===== src/rtl/pixel_frame_writer.sv =====
// pixel_frame_writer: write-side master for the pixel RAM.
// Takes an 8-bit pixel stream on a valid/ready handshake and writes it
// row-major into a rectangular window (base, width, height, stride) of the
// frame buffer. Addresses advance incrementally; no multiplier is used.
module pixel_frame_writer #(
   parameter int ADDR_W = 18,
   parameter int DATA_W = 8,
   parameter int DIM_W  = 10
) (
   input  logic              clock,
   input  logic              reset,
   input  logic              start,
   input  logic [ADDR_W-1:0] base_addr,
   input  logic [DIM_W-1:0]  width,
   input  logic [DIM_W-1:0]  height,
   input  logic [ADDR_W-1:0] stride,
   input  logic              s_valid,
   input  logic [DATA_W-1:0] s_data,
   output logic              s_ready,
   output logic [ADDR_W-1:0] wraddress,
   output logic [DATA_W-1:0] data,
   output logic              wren,
   output logic              busy,
   output logic              done,
   output logic              error
);

   typedef enum logic [1:0] {S_IDLE, S_WRITE, S_DONE} state_t;

   state_t            state_q, state_d;
   logic [DIM_W-1:0]  width_q, width_d;
   logic [DIM_W-1:0]  height_q, height_d;
   logic [ADDR_W-1:0] stride_q, stride_d;
   logic [ADDR_W-1:0] cur_addr_q, cur_addr_d;
   logic [ADDR_W-1:0] row_addr_q, row_addr_d;
   logic [DIM_W-1:0]  col_q, col_d;
   logic [DIM_W-1:0]  row_q, row_d;
   logic [ADDR_W-1:0] wraddress_q, wraddress_d;
   logic [DATA_W-1:0] data_q, data_d;
   logic              wren_q, wren_d;
   logic              done_q, done_d;
   logic              error_q, error_d;

   logic accept;
   logic last_col;
   logic last_row;

   assign s_ready   = (state_q == S_WRITE);
   assign busy      = (state_q != S_IDLE);
   assign accept    = s_valid && s_ready;
   assign last_col  = (col_q == width_q - DIM_W'(1));
   assign last_row  = (row_q == height_q - DIM_W'(1));
   assign wraddress = wraddress_q;
   assign data      = data_q;
   assign wren      = wren_q;
   assign done      = done_q;
   assign error     = error_q;

   // State register plus all datapath registers; reset abandons any frame.
   always_ff @(posedge clock or posedge reset) begin
      if (reset) begin
         state_q     <= S_IDLE;
         width_q     <= '0;
         height_q    <= '0;
         stride_q    <= '0;
         cur_addr_q  <= '0;
         row_addr_q  <= '0;
         col_q       <= '0;
         row_q       <= '0;
         wraddress_q <= '0;
         data_q      <= '0;
         wren_q      <= 1'b0;
         done_q      <= 1'b0;
         error_q     <= 1'b0;
      end else begin
         state_q     <= state_d;
         width_q     <= width_d;
         height_q    <= height_d;
         stride_q    <= stride_d;
         cur_addr_q  <= cur_addr_d;
         row_addr_q  <= row_addr_d;
         col_q       <= col_d;
         row_q       <= row_d;
         wraddress_q <= wraddress_d;
         data_q      <= data_d;
         wren_q      <= wren_d;
         done_q      <= done_d;
         error_q     <= error_d;
      end
   end

   // Next-state and datapath: frame setup, address walk, end-of-frame.
   always_comb begin
      state_d     = state_q;
      width_d     = width_q;
      height_d    = height_q;
      stride_d    = stride_q;
      cur_addr_d  = cur_addr_q;
      row_addr_d  = row_addr_q;
      col_d       = col_q;
      row_d       = row_q;
      wraddress_d = wraddress_q;
      data_d      = data_q;
      wren_d      = 1'b0;
      done_d      = 1'b0;
      error_d     = 1'b0;
      unique case (state_q)
         S_IDLE: begin
            if (start) begin
               if (width != '0 && height != '0) begin
                  width_d    = width;
                  height_d   = height;
                  stride_d   = stride;
                  cur_addr_d = base_addr;
                  row_addr_d = base_addr;
                  col_d      = '0;
                  row_d      = '0;
                  state_d    = S_WRITE;
               end else begin
                  error_d = 1'b1;
               end
            end
         end
         S_WRITE: begin
            if (accept) begin
               wren_d      = 1'b1;
               wraddress_d = cur_addr_q;
               data_d      = s_data;
               if (last_col) begin
                  // Next row starts one stride after the current row start,
                  // independent of how far the column walk went.
                  col_d      = '0;
                  row_d      = row_q + DIM_W'(1);
                  row_addr_d = row_addr_q + stride_q;
                  cur_addr_d = row_addr_q + stride_q;
                  if (last_row) begin
                     state_d = S_DONE;
                     done_d  = 1'b1;
                  end
               end else begin
                  col_d      = col_q + DIM_W'(1);
                  cur_addr_d = cur_addr_q + ADDR_W'(1);
               end
            end
         end
         S_DONE: begin
            state_d = S_IDLE;
         end
         default: begin
            state_d = S_IDLE;
         end
      endcase
   end

endmodule


===== config.mk =====
export PLATFORM = sky130hd
export DESIGN_NAME = pixel_frame_writer
export DESIGN_NICKNAME = d
export VERILOG_FILES = /design/src/rtl/pixel_frame_writer.sv
export SDC_FILE = /design/constraint.sdc
export NUM_CORES = 1
export LEC_CHECK = 0
export ABC_AREA = 1
export CAP_MARGIN = 20
export CORE_UTILIZATION = 60
export CTS_CLUSTER_DIAMETER = 120
export DETAILED_ROUTE_END_ITERATION = 8
export PLACE_DENSITY = 0.89
export SLEW_MARGIN = 15
export SYNTH_ARGS = -nofsm -noshare
export SYNTH_HDL_FRONTEND = slang
export SYNTH_SLANG_ARGS = --single-unit

===== constraint.sdc =====
create_clock -name clock -period 7.3 [get_ports clock]
set_input_delay 1.825 -clock clock [delete_from_list [all_inputs] [get_ports clock]]
set_output_delay 1.825 -clock clock [all_outputs]
set_load 0.02 [all_outputs]

==> reports/qor.yml <==
status: "finished with violations"
failed_checks: "design-rule violations"
cp_cell_sequence: "clkdlybuf4s50_1, nor2_1, nand2_1, nor2_1, nand3_1, nand3_1, nand2_1, nand2_2, inv_2, nand2_2, nor2_2, nor2_1"
crit_path_start_kind: "primary input"
avgSynthCellArea_um2: 7.07
cp_max_fo: 51
leakagePower_nw: 4.65
post-dp-hpwl_um: 15000
n_antenna_cell: 0
drtPass1Iterations: 9
synth_edf_count: 0
num_io_pins: 99
critPathRequiredTime_ns: 7.60
ir_drop_uv: 420
area_delta_synth_final_pct: 22.2
rsz0062_at_grt: "no"
max_slew_margin_pct: 32.2
track_usage_pct: 33.1
h-tree-depth: 4
fin_crit_sh_pct: 67.1
core-area_um2: 12600
gp_congestion: 0.940
die_w_um: 116
design_power_total_mw: 4.69
critPathBufInv: 2
cp_top_family: "simple AND/OR/NAND/NOR gates"
cts_setup_buffers: 0
start_util_pct: 61.6
numCtsBuffers: 17
period_minus_slack_ns: 4.90
yosysWarnings: 0
grt_max_degree: 77
holdCritPathClass: "reg2reg"
power.density_nw_per_um2: 494
gr-total-overflow: 0
setup_viol_count_final: 0
vias_per_cell: 5.58
final_common_cell: "nand2_1"
finalMaxSlewViolations: 0
max_freq_mhz: 204
postCtsResizedCells: 0
synth.yosys.seq_area_share_pct: 40.2
fin_setup_tns_ns: 0
crit_arrival_ns: 5.20
finalClockSkew_ns: 0.00971
drive_gt1_share_pct: 6.67
clk_latency_ns: 0.43
criticalPathCategory: "in2reg"
cts-root-buf: "clkbuf_16"
dieArea_um2: 13400
worst_pin_slew_ns: 1.02
chipHeight_um: 116
antenna_found_initial: 0
clk_pin_slew_ns: 0.06
cpMaxStageDelayCell: "inv_2"
drc: 1
portBuffers: 98
cts_tree: "done"
syn-cell-area_um2: 7770
ys.flop_type: "dfrtp_1"
drt_iter0_drc: 629
max_stage_delay_ns: 0.78
path_common_cell: "nor2_1"
cts.path.max_buffers: 2
hold_viol: 0
wl_per_cell_um: 15.4
clock-sinks: 125
synth_nets: 1191
async_flop_share_pct: 100
syn_inst: 1100
wirelength_um: 21100
layout_common_cells: "nand2_1, dfrtp_1, inv_1"
end_kind: "flip-flop"
synth_cell_types: 41
postRouteAntennaNets: 0
grt_pass1_vias: 7355
maxCapViolCount: 0
hold_buffers: 0
via_count: 7659
ys_ff_latch: 125
finalNetCount: 1278
grt_pass1_wl_um: 34100
row_count: 41
-- Yosys cell counts, types with 18 or more instances --
cell	count	share of area, %
dfrtp_1	125	40
nand3_1	90	5.8
nand4_1	18	1.4
o21ai_0	59	3.8
xor2_1	25	2.8
inv_1	103	5.0
clkbuf_1	21	1.0
a21oi_1	50	3.2
nand2_1	367	18
ha_1	22	3.5
o21ai_1	19	1.2
nor2_1	95	4.6
-- flip-flops by register name (all words and copies together), names as in the netlist --
signal,flops
col_q,10
row_addr_q,18
state_q,2
cur_addr_q,18
height_q,10
wraddress,18
stride_q,18
width_q,10
wren,1
error,1
done,1
row_q,10
data,8
-- final cells by class --
cell class              count  area (um2)
multi-input cells         832        4070
flip-flops and latches    125        3130
fillers                   955        3120
repair buffers            102        1010
clock buffers              17         425
inverters                 109         412
clock inverters            15         235
well taps                 172         215
-- worst register-to-register path: stages (launching register included) --
cell and delay [ns]:
dfrtp_1 0.40, inv_2 0.16, ha_1 0.30, inv_1 0.07, nand2_1 0.05, nand2_1 0.08, nand2_1 0.07, nor2_1 0.11
nand3_1 0.10, nor2_2 0.16, nand4_4 0.37, nand2_2 0.60, nand2_2 0.70, nor2_2 0.42, nor2_1 0.09
-- final timing paths --
kind                            slack (ns)    startpoint  cells after the start              to
worst min-delay path                  0.47  wraddress[2]                      2    wraddress[2]
max in group asynchronous             4.15         reset                      3    stride_q[14]
min in group asynchronous             1.97         reset                      2        col_q[0]
worst min register to register        0.47  wraddress[2]                      2    wraddress[2]
worst max-delay path                  2.40      width[3]                     12  cur_addr_q[11]
worst max register to register        3.51    width_q[0]                     14  cur_addr_q[11]
-- routing by layer --
metal / up-vias / part of all wire, % / GRT usage (%)
met2: 294 / 47 / 54.3
met4: 0 / 4.4 / 17.9
met1: 3573 / 42 / 40.6
li1: 3725 / - / -
met3: 67 / 6.2 / 7.74
met5: - / 0 / 0
-- where the power goes --
group	internal (mW)	switching, mW
Combinational	0.867	1.60
Sequential	0.991	0.273
Clock	0.612	0.346
Total	2.47	2.22
-- kinds of logic (layout without fill, tap and decap cells) --
family          after synthesis  after routing  share of synthesized area [%]
flops                       125            125                           40.2
simple gates                629            629                           34.5
compound gates              144            144                           9.85
xor+xnor                     36             36                           4.23
fa+ha+maj                    23             23                           3.80
buf+inv                     143            243                           7.39
-- metrics by stage --
step | area [um2] | cells | setup WS, ns | utilization (%) | hold slack, ns
global placement | 8840 | 1340 | 2.20 | 70.0 | 0.454
global route | 9500 | 1372 | 2.21 | 75.3 | 0.499
finish | 9500 | 1372 | 2.40 | 75.3 | 0.471
CTS | 9500 | 1372 | 2.51 | 75.3 | 0.475
detailed placement | 8840 | 1340 | 2.10 | 70.0 | 0.462
floorplan | 7770 | 1100 | 2.15 | - | 0.453
Power figures use the tool's default switching activity.
